==> src/rtl/move_sequencer.sv <==
// move_sequencer: host-side front end of the tic-tac-toe core.
// Takes one cell request at a time and checks that it is legal.
// Issues legal moves to the core and reports a status once the core result has settled.
module move_sequencer #(
  parameter int unsigned FIRST_PLAYER = 0,
  parameter int unsigned CLEAR_CYCLES = 2
) (
  input  logic        clk,
  input  logic        reset,
  input  logic        req_valid,
  input  logic [3:0]  req_position,
  output logic        req_ready,
  input  logic        new_game,
  input  logic [17:0] board,
  input  logic        core_game_over,
  input  logic [1:0]  core_winner,
  output logic        move_valid,
  output logic        player,
  output logic [3:0]  position,
  output logic        game_clear,
  output logic        resp_valid,
  output logic [1:0]  resp_code,
  output logic [1:0]  resp_winner,
  output logic        resp_game_over,
  output logic [3:0]  move_count
);

  localparam int unsigned CNT_W = (CLEAR_CYCLES < 2) ? 1 : $clog2(CLEAR_CYCLES + 1);
  localparam logic [CNT_W-1:0] CNT_LOAD = CNT_W'(CLEAR_CYCLES);
  localparam logic             FIRST_P  = 1'(FIRST_PLAYER);
  localparam logic [3:0]       MAX_POS  = 4'd8;
  localparam logic [3:0]       MAX_MOVES = 4'd9;

  localparam logic [1:0] CODE_OK    = 2'b00;
  localparam logic [1:0] CODE_OCC   = 2'b01;
  localparam logic [1:0] CODE_RANGE = 2'b10;
  localparam logic [1:0] CODE_OVER  = 2'b11;

  typedef enum logic [2:0] {
    IDLE, CHECK, ISSUE, SETTLE1, SETTLE2, RESP, CLEAR
  } state_t;

  state_t           state_q, state_d;
  logic [CNT_W-1:0] cnt_q, cnt_d;
  logic [3:0]       req_pos_q, req_pos_d;
  logic             cur_player_q, cur_player_d;
  logic [1:0]       cell_c;
  logic [1:0]       expect_c;

  logic       req_ready_d, move_valid_d, player_d, game_clear_d;
  logic [3:0] position_d, move_count_d;
  logic       resp_valid_d, resp_game_over_d;
  logic [1:0] resp_code_d, resp_winner_d;

  // Board cell at the captured request position (empty when out of range)
  always_comb begin
    cell_c = 2'b00;
    for (int k = 0; k < 9; k++) begin
      if (req_pos_q == 4'(k)) cell_c = board[2*k +: 2];
    end
    expect_c = cur_player_q ? 2'b10 : 2'b01;
  end

  // Next-state and next-output logic
  always_comb begin
    state_d          = state_q;
    cnt_d            = cnt_q;
    req_pos_d        = req_pos_q;
    cur_player_d     = cur_player_q;
    move_valid_d     = 1'b0;
    resp_valid_d     = 1'b0;
    player_d         = player;
    position_d       = position;
    move_count_d     = move_count;
    resp_code_d      = resp_code;
    resp_winner_d    = resp_winner;
    resp_game_over_d = resp_game_over;

    unique case (state_q)
      IDLE: begin
        if (req_valid) begin
          req_pos_d = req_position;
          state_d   = CHECK;
        end
      end
      CHECK: begin
        if (core_game_over || (req_pos_q > MAX_POS) || (cell_c != 2'b00)) begin
          state_d          = RESP;
          resp_valid_d     = 1'b1;
          resp_winner_d    = core_winner;
          resp_game_over_d = core_game_over;
          if (core_game_over)           resp_code_d = CODE_OVER;
          else if (req_pos_q > MAX_POS) resp_code_d = CODE_RANGE;
          else                          resp_code_d = CODE_OCC;
        end else begin
          state_d      = ISSUE;
          move_valid_d = 1'b1;
          position_d   = req_pos_q;
          player_d     = cur_player_q;
        end
      end
      ISSUE:   state_d = SETTLE1;
      SETTLE1: state_d = SETTLE2;
      SETTLE2: begin
        state_d          = RESP;
        resp_valid_d     = 1'b1;
        resp_winner_d    = core_winner;
        resp_game_over_d = core_game_over;
        if (cell_c == expect_c) begin
          resp_code_d  = CODE_OK;
          cur_player_d = ~cur_player_q;
          move_count_d = (move_count == MAX_MOVES) ? MAX_MOVES : move_count + 4'd1;
        end else begin
          resp_code_d  = CODE_OCC;
        end
      end
      RESP:    state_d = IDLE;
      CLEAR: begin
        if (cnt_q <= CNT_W'(1)) state_d = IDLE;
        else                    cnt_d   = cnt_q - CNT_W'(1);
      end
      default: state_d = IDLE;
    endcase

    // New game wins over everything, including a same-cycle handshake
    if (new_game) begin
      state_d          = CLEAR;
      cnt_d            = CNT_LOAD;
      cur_player_d     = FIRST_P;
      player_d         = FIRST_P;
      move_count_d     = 4'd0;
      move_valid_d     = 1'b0;
      resp_valid_d     = 1'b0;
      position_d       = position;
      resp_code_d      = resp_code;
      resp_winner_d    = resp_winner;
      resp_game_over_d = resp_game_over;
    end

    req_ready_d  = (state_d == IDLE);
    game_clear_d = (state_d == CLEAR);
  end

  // State and registered outputs
  always_ff @(posedge clk or negedge reset) begin
    if (!reset) begin
      state_q        <= CLEAR;
      cnt_q          <= CNT_LOAD;
      req_pos_q      <= 4'd0;
      cur_player_q   <= FIRST_P;
      req_ready      <= 1'b0;
      move_valid     <= 1'b0;
      player         <= FIRST_P;
      position       <= 4'd0;
      game_clear     <= 1'b1;
      resp_valid     <= 1'b0;
      resp_code      <= 2'b00;
      resp_winner    <= 2'b00;
      resp_game_over <= 1'b0;
      move_count     <= 4'd0;
    end else begin
      state_q        <= state_d;
      cnt_q          <= cnt_d;
      req_pos_q      <= req_pos_d;
      cur_player_q   <= cur_player_d;
      req_ready      <= req_ready_d;
      move_valid     <= move_valid_d;
      player         <= player_d;
      position       <= position_d;
      game_clear     <= game_clear_d;
      resp_valid     <= resp_valid_d;
      resp_code      <= resp_code_d;
      resp_winner    <= resp_winner_d;
      resp_game_over <= resp_game_over_d;
      move_count     <= move_count_d;
    end
  end

endmodule
==> config.mk <==
export PLATFORM = sky130hd
export DESIGN_NAME = move_sequencer
export DESIGN_NICKNAME = d
export VERILOG_FILES = /design/src/rtl/move_sequencer.sv
export SDC_FILE = /design/constraint.sdc
export NUM_CORES = 1
export LEC_CHECK = 0
export BUFFER_PORTS_ARGS = -buffer_cell sky130_fd_sc_hd__buf_2
export CAP_MARGIN = 15
export CORE_MARGIN = 2
export CORE_UTILIZATION = 50
export CTS_CLUSTER_SIZE = 14
export DETAILED_ROUTE_END_ITERATION = 7
export PLACE_DENSITY = 0.85
export SYNTH_ARGS = -nofsm -noshare
export SYNTH_HDL_FRONTEND = slang
export SYNTH_SLANG_ARGS = --single-unit
==> constraint.sdc <==
create_clock -name clk -period 7.5 [get_ports clk]
set_clock_uncertainty 0.05 [all_clocks]
set_input_delay 0.375 -clock clk [delete_from_list [all_inputs] [get_ports clk]]
set_output_delay 0.375 -clock clk [all_outputs]
set_load 0.005 [all_outputs]
== After elaboration in Yosys (flattened, before gate mapping) ==
Index checks and enable logic that the tools add are counted.
Word-level totals
  bits of input ports: 29
  word-level logic and storage cells: 100
  bits in registers: 28
  output and inout port bits: 18
Cells by class
  magnitude comparators: 2
  equal/unequal tests: 19
  bitwise operators: 3
  reduce and logical (&&, ||, !) cells: 17
  multiplexer cells: 43
  add/subtract/negate cells: 2
Operators by type and width (number)
  2-to-1 mux 2 bit: 17
  case mux 3 bit (6 select lines): 1
  == test 4 x 3 -> 1 bit, second input constant: 4
  2-to-1 mux 4 bit: 4
  2-to-1 mux 1 bit: 13
  2-to-1 mux 3 bit: 4
  nonzero test 2 bit: 6
  == test 3 bit, second input constant: 3
  == test 4 x 2 -> 1 bit, second input constant: 2
  == test 4 bit, second input constant: 2
  case mux 2 bit (2 select lines): 2
  AND reduction 2 bit: 4
  == test 3 x 2 -> 1 bit, second input constant: 2
  zero test 3 bit: 2
  != test 2 bit, second input constant: 3
  AND reduction 3 bit: 2
  adder 4 x 1 -> 4 bit, second input constant: 1
  == test 4 x 1 -> 1 bit, second input constant: 1
  > comparator 4 bit, second input constant: 1
  zero test 4 bit: 1
  case mux 1 bit (2 select lines): 2
  == test 3 x 1 -> 1 bit, second input constant: 1
  inverter 1 bit: 3
  == test 2 bit: 1
  other kinds (3): 4

== Depth between registers and ports, before layout ==
Gate-level depths: netlist of run 1.
  word-level depth: 16
  gate-level depth with buffers: 8
  gate-level depth less buffers: 7

== Worst setup path before layout of run 1 ==
Ideal clock, no wire load.
  path kind: reg2reg
  start point: register req_pos_q[1]
  end point: register move_count[1]
  period minus slack after synthesis: 2.456 ns
  stages on the path, launching flop included: 8
  library setup time: 0.078 ns
  arrival time: 2.328 ns
  path buffers: 1
  data required time: 7.372 ns
  setup slack: 5.044 ns
  cell sequence: dfrtp_1 buf_2 or3_1 o32ai_1 o22a_1 mux2_4 or4_1 a21oi_1
Between the ends
  longest elaborated chain between the ends: 13
  elaborated cells between the ends (all ways): 21
  classes of those cells: 9 x eq/ne; 9 x mux; 3 x reduce/logical
RTL lines
  from (decl): RTL line 45  | logic [3:0] req_pos_q, req_pos_d;
  from (signal assigned): RTL line 164  | req_pos_q <= req_pos_d;
  zero test 4 bit: RTL line 59  | if (req_pos_q == 4'(k)) cell_c = board[2*k +: 2];
  2-to-1 mux 2 bit (8 in series): RTL line 59
  2-to-1 mux 2 bit *: RTL line 59
  == test 2 bit *: RTL line 109  | if (cell_c == expect_c) begin
  nonzero test 2 bit (no line) *
  AND reduction 2 bit (no line) *
  to (signal assigned): RTL line 175  | move_count <= move_count_d;
  to (decl): RTL line 25  | output logic [3:0] move_count
Every way passes the cells marked *; elsewhere a longest branch is shown, timed or not.
A chain may end at the register's enable or synchronous reset.

== Worst setup path after layout of run 1 ==
  start point: register req_pos_q[0]
  end point: register move_count[1]
The elaborated chain is that of the path after synthesis.

==> out/qor.csv, run 1 <==
metric,value,unit
Place WS,4.73,ns
top_reg_cell synth,dfrtp_1,
Yosys reg bits,28,
die area,3630,µm²
CP max FO,17,
Synth Area per Inst,10.1,µm²
post-route setup slack,4.71,ns
hold_buf cts,0,
fin util,0.623,
startpoint class of the critical path,flop,
proportion of layout cells with a drive suffix above 1,0.360,
die width,60.3,µm
GRT Util Overall,0.181,
internal power,0.405,mW
htree depth,1,
# IOs,47,
Sw Ratio,0.396,
first-pass GRT wire length,5040,µm
register area share after synthesis,0.445,
CTS Sinks,28,
synthesis-to-finish area growth,19.0,%
Slew Limit Fails,0,
maxcap violations,0,
"Req. time, crit path",7.71,ns
Routed WL per cell,13.2,µm
cell area after synthesis,1580,µm²
largest net degree at the start of global routing,29,
antenna diode count,0,
Post-synth EDFFs,0,
remaining antenna violation count,0,
post-synth net total,189,
ys async rst share,1.00,
worst reg2reg setup slack,4.71,ns
initial core utilization,0.523,
Synth Instances,157,
clock-pin slew on the worst setup and hold paths,0.15,ns
Fill cells,256,
worst hold slack,-0.0146,ns
Setup crit end kind,flop,
Worst Hold Class,in -> async,
Yosys top cell area share,0.379,
TNS Setup,0,ns
Post-Layout Cell Count,244,
Cell variety after synth,46,
final hold vios,24,
time the worst path needs with I/O delays and setup,2.79,ns
First DRT Iteration DRCs,73,
vias,1341,
post-CTS sizing,0,
"Remaining Overflow, GRT",0,
Total Wirelength,3220,µm
DR pass1 iterations,4,
vias in the first global route,1200,
P_sw,0.266,mW
RSZ-0062 raised after global routing,no,
Port Buffers,46,
synth warn,0,
row count,20,
actual slew at the worst max-slew pin,1.07,ns
leading area contributor after synthesis,dfrtp_1,
initial antenna violation count,0,
routability cong.,0.804,
CTS tree,yes,
P per Cell Area,356,nW/µm²
fmax,0.358,GHz
clk_lat worst skew,0.32,ns
post-CTS setup buffers,0,
CTS Buffer Depth,2,
synth top area cells,"dfrtp_1 (38%), mux2_2 (8.5%), dfstp_2 (6.6%)",
CP Data Arrival Time,3.00,ns
DP Wirelength,2460,µm
most common cell in the netlist,dfrtp_1,
die height,60.3,µm
placed cells,240,
CTS buffer count,3,
DRC violations left,0,
failing checks,hold timing,
fin nets,233,
core area,3030,µm²
setup violators final,0,
Worst slew margin,0.280,
clock network fraction of total power,0.144,
crit path kind,reg -> reg,
routed vias/inst,5.50,
worst vdd ir,0.195,mV
sequential share of power,0.400,
LEAKAGE,0.894,nW
Root Driver,clkbuf_4,
status,finished with violations,
Final Cycle Share,0.372,
combinational power share,0.456,
Synth top cells by count,"dfrtp_1 (24), nor2_1 (14), o21ai_0 (13), mux2_2 (12), a21oi_1 (10)",
## critical path, stage by stage, from the launching register on
cell and delay (ns):
dfrtp_1 0.67, mux2_2 0.40, a32oi_2 0.21, a221oi_4 0.10, or3_1 0.38, mux2_4 0.31
or4_1 0.47, a21oi_1 0.15
## sequential cells by signal, indices dropped and copies added, names as in the netlist
signal,flops
game_clear,1
cnt_q,2
resp_code,2
position,4
resp_winner,2
req_pos_q,4
resp_game_over,1
move_count,4
resp_valid,1
move_valid,1
player,1
state_q,3
req_ready,1
cur_player_q,1
## path summary, 6_finish.rpt
path / cells after the start / to / startpoint
max: 7 / move_count[1] / req_pos_q[0]
min: 1 / req_ready / reset
max reg2reg: 7 / move_count[1] / req_pos_q[0]
min reg2reg: 2 / cnt_q[1] / cnt_q[1]
max in group asynchronous: 1 / req_pos_q[3] / reset
min in group clk: 2 / resp_winner[1] / core_winner[1]
## per-stage QoR
stage          total power, mW  cell area [µm²]  hold WS (ns)
2_1_floorplan            0.499             1580        0.0294
3_3_place_gp             0.565             1830         0.367
3_5_place_dp             0.576             1830         0.367
4_1_cts                  0.675             1890     0.0000656
5_1_grt                  0.721             1890        0.0318
6_report                 0.672             1890       -0.0146
## cells in the final DEF, fill, tap and decap left out, types with 2 or more instances in the layout
cell type / n
a21oi_1: 10
and3_1: 2
buf_2: 46
clkbuf_4: 3
dfrtp_1: 24
dfstp_2: 4
ha_1: 3
inv_1: 9
mux2_2: 12
mux2i_1: 3
nand2_1: 7
nand2b_1: 3
nand3_1: 2
nand4_1: 2
nor2_1: 14
nor2b_1: 4
nor3_1: 5
nor4b_1: 2
o21ai_0: 13
or3_1: 4
or3b_1: 2
or4_1: 2
## cell families after synthesis
kind of cell	synth area share
AND/OR/NAND/NOR	0.194
AO/OA/AOI/OAI	0.173
adder cells (fa/ha/maj)	0.0237
multiplexers	0.114
buffers and inverters	0.0442
XOR/XNOR	0.00553
flip-flops	0.445
## power groups by stage
stage	registers (mW)	logic, mW	clock network, mW
2_1_floorplan	0.238	0.261	0
3_3_place_gp	0.269	0.296	0
3_5_place_dp	0.272	0.304	0
4_1_cts	0.269	0.307	0.0988
5_1_grt	0.280	0.339	0.101
6_report	0.269	0.306	0.0966
## cell type report
type,instances,area [µm²],area share
clock inverters,1,30.0,0.0159
inverters,9,33.8,0.0179
multi-input cells,113,808,0.429
flip-flops and latches,28,706,0.374
well taps,44,55.1,0.0292
clock buffers,3,22.5,0.0119
repair buffers,46,230,0.122
## layer usage
layer,up-vias,global-route usage,part of all wire
met5,-,0,0
met4,0,0.0540,0.0087
met3,4,0.0238,0.053
met2,40,0.309,0.45
met1,638,0.239,0.48
li1,659,-,-
No activity file was read; power rests on OpenSTA's default activity.
==> run 2, diff against run 1 <==
CORE_UTILIZATION = 46   (was 50)
PLACE_DENSITY = 0.82   (was 0.85)
clock period = 2.35 ns   (was 7.5 ns; I/O delays follow)
==> run 2 against run 1 <==
  * The run ends with setup timing left
  * Clock power rose by 150%
  * Count of clock-buffer cells in the layout rose by 1
  * Sequential power rose to 2.9 times the previous value
  * Largest power group unchanged
  * Sequential cell count did not move
  * Routed wire length rose by 27%
  * Global-route usage rose by 2.8 points
  * Largest cell class unchanged
  * Hold slack improved by 0.067 ns
  * Non-clock buffer count rose by 34
  * Sequential share of layout area fell by 5.7 points
  * Register-to-register slack got worse by 4.9 ns
  * Die area rose by 8.1%
  * Power rose to 4.0 times the previous value
==> out/qor.csv, run 2 (same netlist as run 1, synthesis figures left out) <==
metric,value,unit,change
first-pass GRT wire length,6630,µm,was 5040 µm
Port Buffers,46,,unchanged
clock network fraction of total power,0.089,,was 0.144
crit path kind,reg -> reg,,unchanged
Routed WL per cell,14.6,µm,was 13.2 µm
LEAKAGE,1.06,nW,was 0.894 nW
Overall Power,2.66,mW,was 0.672 mW
Sw Ratio,0.391,,was 0.396
GRT Util Overall,0.209,,was 0.181
Largest regs,"move_count: 4 flops, position: 4 flops, req_pos_q: 4 flops",,unchanged
fmax,0.391,GHz,was 0.358 GHz
routed vias/inst,5.41,,was 5.50
internal power,1.62,mW,was 0.405 mW
synthesis-to-finish area growth,40.5,%,was 19.0%
"Critical Path, Cell by Cell","buf_6, and2b_4, a32oi_2, a221oi_4, or3_4, mux2_4, or4_4, a21oi_1",,"was mux2_2, a32oi_2, a221oi_4, or3_1, mux2_4, or4_1, a21oi_1"
die area,3930,µm²,was 3630 µm²
post-route setup slack,-0.206,ns,was 4.71 ns
DR top layer,met4,,unchanged
CTS Buffer Depth,2,,unchanged
"Remaining Overflow, GRT",0,,unchanged
CP Data Arrival Time,2.78,ns,was 3.00 ns
Place WS,-0.220,ns,was 4.73 ns
htree depth,1,,unchanged
Final Cycle Share,1.09,,was 0.372
Slew Limit Fails,0,,unchanged
setup violators final,13,,was 0
actual slew at the worst max-slew pin,0.609,ns,was 1.07 ns
proportion of layout cells with a drive suffix above 1,0.479,,was 0.360
CTS tree,yes,,unchanged
Critical Path Max Stage Delay,0.48,ns,was 0.67 ns
CTS buffer count,3,,unchanged
Root Driver,clkbuf_4,,unchanged
largest net degree at the start of global routing,29,,unchanged
clk_lat worst skew,0.33,ns,was 0.32 ns
routability cong.,0.861,,was 0.804
met3 WL,204,µm,was 172 µm
worst vdd ir,0.498,mV,was 0.195 mV
final hold vios,0,,was 24
DP Wirelength,2780,µm,was 2460 µm
fin util,0.672,,was 0.623
P_sw,1.04,mW,was 0.266 mW
RSZ-0062 raised after global routing,yes,,was no
maxcap violations,0,,unchanged
die height,62.7,µm,was 60.3 µm
DRC violations left,0,,unchanged
core area,3310,µm²,was 3030 µm²
slowest stage cell on the critical path,or4_4,,was dfrtp_1
Worst slew margin,0.594,,was 0.280
antenna diode count,0,,unchanged
initial core utilization,0.478,,was 0.523
vias,1516,,"was 1,341"
fin nets,267,,was 233
"most common cell after layout, fill and taps aside",buf_2,,unchanged
vias in the first global route,1530,,"was 1,200"
"commonest non-fill, non-tap cells in the layout","buf_2 (46), dfrtp_1 (24), buf_4 (23), nor2_1 (13), mux2_2 (12)",,"was buf_2 (46), dfrtp_1 (24), nor2_1 (14), o21ai_0 (13), mux2_2 (12)"
Fill cells,257,,was 256
failing checks,setup timing,,was hold timing
die width,62.7,µm,was 60.3 µm
met1 wire length,1760,µm,was 1560 µm
P per Cell Area,1200,nW/µm²,was 356 nW/µm²
met2 WL post-DR,2030,µm,was 1460 µm
status,finished with violations,,unchanged
worst hold slack,0.0524,ns,was -0.0146 ns
time the worst path needs with I/O delays and setup,2.56,ns,was 2.79 ns
clock-pin slew on the worst setup and hold paths,0.16,ns,was 0.15 ns
startpoint class of the critical path,flop,,unchanged
TNS Setup,-0.958,ns,was 0 ns
"Req. time, crit path",2.58,ns,was 7.71 ns
First DRT Iteration DRCs,33,,was 73
initial antenna violation count,0,,unchanged
row count,21,,was 20
Worst Hold Class,in -> reg,,was in -> async
combinational power share,0.621,,was 0.456
# IOs,47,,unchanged
DR pass1 iterations,4,,unchanged
CTS Sinks,28,,unchanged
remaining antenna violation count,0,,unchanged
sequential share of power,0.290,,was 0.400
Setup crit end kind,flop,,unchanged
CP max FO,5,,was 17
Total Wirelength,4080,µm,was 3220 µm
[run 2: cell count changes in the layout (fill, tap and decap cells not counted), sizes merged]
cell / delta
buf: +26
bufinv: -1
clkbuf: +1
dlygate4sd3: +8
[run 2: final timing paths]
check	end	cells past startpoint	slack, ns	start
setup / recovery	move_count[1]	8	-0.21	req_pos_q[2]
max in group asynchronous	cur_player_q	2	1.58	reset
setup reg to reg	move_count[1]	8	-0.21	req_pos_q[2]
hold / removal	move_count[3]	2	0.05	new_game
min in group asynchronous	move_valid	2	0.25	reset
hold reg to reg	cnt_q[1]	2	0.46	cnt_q[1]
[run 2: power by group through the flow]
stage          sequential [mW]  clock [mW]  combinational (mW)
5_1_grt                  0.794       0.264                1.80
6_report                 0.771       0.238                1.65
4_1_cts                  0.764       0.238                1.57
2_1_floorplan            0.763           0               0.872
3_5_place_dp             0.775           0                1.42
3_3_place_gp             0.772           0                1.39
[run 2: stage by stage]
stage	cell area, µm²	std cells
after CTS	2190	280
after floorplan	1610	157
final	2230	280
after global placement	2010	264
after detailed placement	2010	264
after global routing	2230	280
[run 2: repair_timing]
item                                    4_1_cts  5_1_grt
pin swaps                                     7        5
endpoints found under the setup margin       13       16
hold buffers                                  8        0
buffers inserted                              4        1
hold endpoints to repair                     31        0
gates resized for setup                       8       11
[run 2: area by class of cell]
class / count / area [µm²] / share of cell area
Clock buffer: 4 / 36.3 / 0.0163
Inverter: 9 / 33.8 / 0.0152
Multi-Input combinational cell: 113 / 876 / 0.393
Sequential cell: 28 / 706 / 0.317
Tap cell: 46 / 57.6 / 0.0259
Timing Repair Buffer: 80 / 517 / 0.232
[run 2: worst max-delay path, delay by kind of cell (launching register included)]
kind                   cells  cell delay [ns]
muxes                      1             0.30
and+or+nand+nor            3             1.03
buffers and inverters      1             0.14
DFF                        1             0.46
AOI/OAI and AO/OA          3             0.50
[run 2: metal layers]
layer | vias up | track usage
met5 | - | 0
met2 | 50 | 0.347
li1 | 724 | -
met1 | 732 | 0.273
met3 | 10 | 0.0288
met4 | 0 | 0.0917
==> run 3, diff against run 2 <==
CORE_MARGIN = 5   (was 2)
==> run 3 against run 2 <==
  * The flow still finishes with violations (setup timing)
  * Core utilization increased by 1.6 points
  * Die area increased by 20%
  * Combinational power increased by 5%
  * Largest cell class unchanged
  * Largest power group unchanged
==> out/qor.csv, run 3 (same netlist as run 1, synthesis figures left out) <==
metric,value,unit,change
status,finished with violations,,unchanged
failing checks,setup timing,,unchanged
Fill cells,254,,was 257
CTS Sinks,28,,unchanged
actual slew at the worst max-slew pin,0.608,ns,was 0.609 ns
FF-to-FF End,move_count[3],,was move_count[1]
clk_lat worst skew,0.33,ns,about the same
Worst Hold Class,in -> reg,,unchanged
synthesis-to-finish area growth,45.0,%,was 40.5%
fin util,0.688,,was 0.672
initial core utilization,0.475,,was 0.478
crit path kind,reg -> reg,,unchanged
CTS buffer count,3,,unchanged
DRC violations left,0,,unchanged
CP dominant cell by count,buf_4,,
Total Wirelength,4230,µm,was 4080 µm
DP Wirelength,2830,µm,was 2780 µm
fmax,0.394,GHz,was 0.391 GHz
First DRT Iteration DRCs,53,,was 33
"Critical Path, Cell by Cell","buf_4, buf_6, or3_4, o32ai_2, o22a_2, mux2_4, buf_4, buf_4, o21ai_0, a21oi_1",,"was buf_6, and2b_4, a32oi_2, a221oi_4, or3_4, mux2_4, or4_4, a21oi_1"
htree depth,1,,unchanged
Slew Limit Fails,0,,unchanged
Setup crit end kind,flop,,unchanged
routed vias/inst,5.30,,was 5.41
time the worst path needs with I/O delays and setup,2.54,ns,was 2.56 ns
first-pass GRT wire length,6260,µm,was 6630 µm
fin nets,270,,was 267
Port Buffers,46,,unchanged
worst setup path end,move_count[3],,was move_count[1]
"commonest non-fill, non-tap cells in the layout","buf_2 (46), buf_4 (26), dfrtp_1 (24), nor2_1 (13), o21ai_0 (11)",,"was buf_2 (46), dfrtp_1 (24), buf_4 (23), nor2_1 (13), mux2_2 (12)"
register area,706,µm²,unchanged
worst hold slack,0.0140,ns,was 0.0524 ns
final instance area,2300,µm²,was 2230 µm²
final hold vios,0,,unchanged
P per Cell Area,1200,nW/µm²,about the same
"Req. time, crit path",2.53,ns,was 2.58 ns
CP max FO,4,,was 5
Place WS,-0.143,ns,was -0.220 ns
vias,1499,,"was 1,516"
antenna diode count,0,,unchanged
Overall Power,2.76,mW,was 2.66 mW
Worst R2R Start,req_pos_q[0],,was req_pos_q[2]
Largest regs,"move_count: 4 flops, position: 4 flops, req_pos_q: 4 flops",,unchanged
post-route setup slack,-0.189,ns,was -0.206 ns
die area,4720,µm²,was 3930 µm²
"most common cell after layout, fill and taps aside",buf_2,,unchanged
LEAKAGE,1.11,nW,was 1.06 nW
# IOs,47,,unchanged
die height,68.7,µm,was 62.7 µm
die width,68.7,µm,was 62.7 µm
setup violators final,14,,was 13
area of the multi-input gates,923,µm²,was 876 µm²
row count,21,,unchanged
DR pass1 iterations,5,,was 4
placed cells,264,,unchanged
slowest stage cell on the critical path,dfrtp_1,,was or4_4
worst reg2reg setup slack,-0.19,ns,was -0.21 ns
core area,3340,µm²,was 3310 µm²
proportion of layout cells with a drive suffix above 1,0.494,,was 0.479
cell area after placement,2010,µm²,unchanged
maxcap violations,0,,unchanged
Final Cycle Share,1.08,,was 1.09
remaining antenna violation count,0,,unchanged
Critical Path Max Stage Delay,0.44,ns,was 0.48 ns
vias in the first global route,1397,,"was 1,530"
CTS tree,yes,,unchanged
Root Driver,clkbuf_4,,unchanged
GRT Util Overall,0.176,,was 0.209
initial antenna violation count,0,,unchanged
CTS Buffer Depth,2,,unchanged
Register-to-Register Path Depth,10,,was 8
Crit. Startpoint,req_pos_q[0],,was req_pos_q[2]
clock-pin slew on the worst setup and hold paths,0.14,ns,was 0.16 ns
routability cong.,0.844,,was 0.861
largest net degree at the start of global routing,29,,unchanged
Worst slew margin,0.594,,about the same
startpoint class of the critical path,flop,,unchanged
Post-Layout Cell Count,283,,was 280
worst vdd ir,0.584,mV,was 0.498 mV
CP Data Arrival Time,2.72,ns,was 2.78 ns
TNS Setup,-1.41,ns,was -0.958 ns
"Remaining Overflow, GRT",0,,unchanged
RSZ-0062 raised after global routing,yes,,unchanged
Routed WL per cell,14.9,µm,was 14.6 µm
[run 3: routing by layer]
layer | GRT usage | part of all wire
met1 | 0.235 | 0.45
met4 | 0.0645 | 0.014
met2 | 0.285 | 0.49
met5 | 0 | 0
met3 | 0.0292 | 0.053
[run 3: cell type report]
class,instances,area share
Clock buffer,4,0.0158
Multi-Input combinational cell,113,0.402
Tap cell,46,0.0251
Timing Repair Buffer,83,0.235
Inverter,9,0.0147
Sequential cell,28,0.307
[run 3: worst min path at each step]
stage	startpoint	to	slack, ns	cells after the start
2_1_floorplan	reset	cnt_q[0]	-0.23	0
3_3_place_gp	reset	position[1]	0.11	1
3_5_place_dp	reset	position[1]	0.11	1
4_1_cts	core_game_over	resp_game_over	0.02	2
5_1_grt	core_game_over	resp_game_over	0.01	2
6_report	core_game_over	resp_game_over	0.01	2
[run 3: where the power goes]
group	leakage [nW]	internal (mW)	switching, mW
logic	0.731	0.927	0.818
clock network	0.0210	0.0951	0.138
registers	0.354	0.655	0.124
total	1.11	1.68	1.08
[run 3: repair_timing]
item	CTS	global route
setup buffers	1	8
hold buffers	7	0
setup endpoints to repair	9	14
resized for setup	7	22
pin swaps	6	4
hold endpoints to repair	30	0
[run 3: worst max-delay path, delay by kind of cell, from the launching register on]
family	cells	cell delay [ns]
DFF	1	0.44
AOI/OAI and AO/OA	4	0.70
buffers and inverters	4	0.54
and+or+nand+nor	1	0.38
muxes	1	0.32
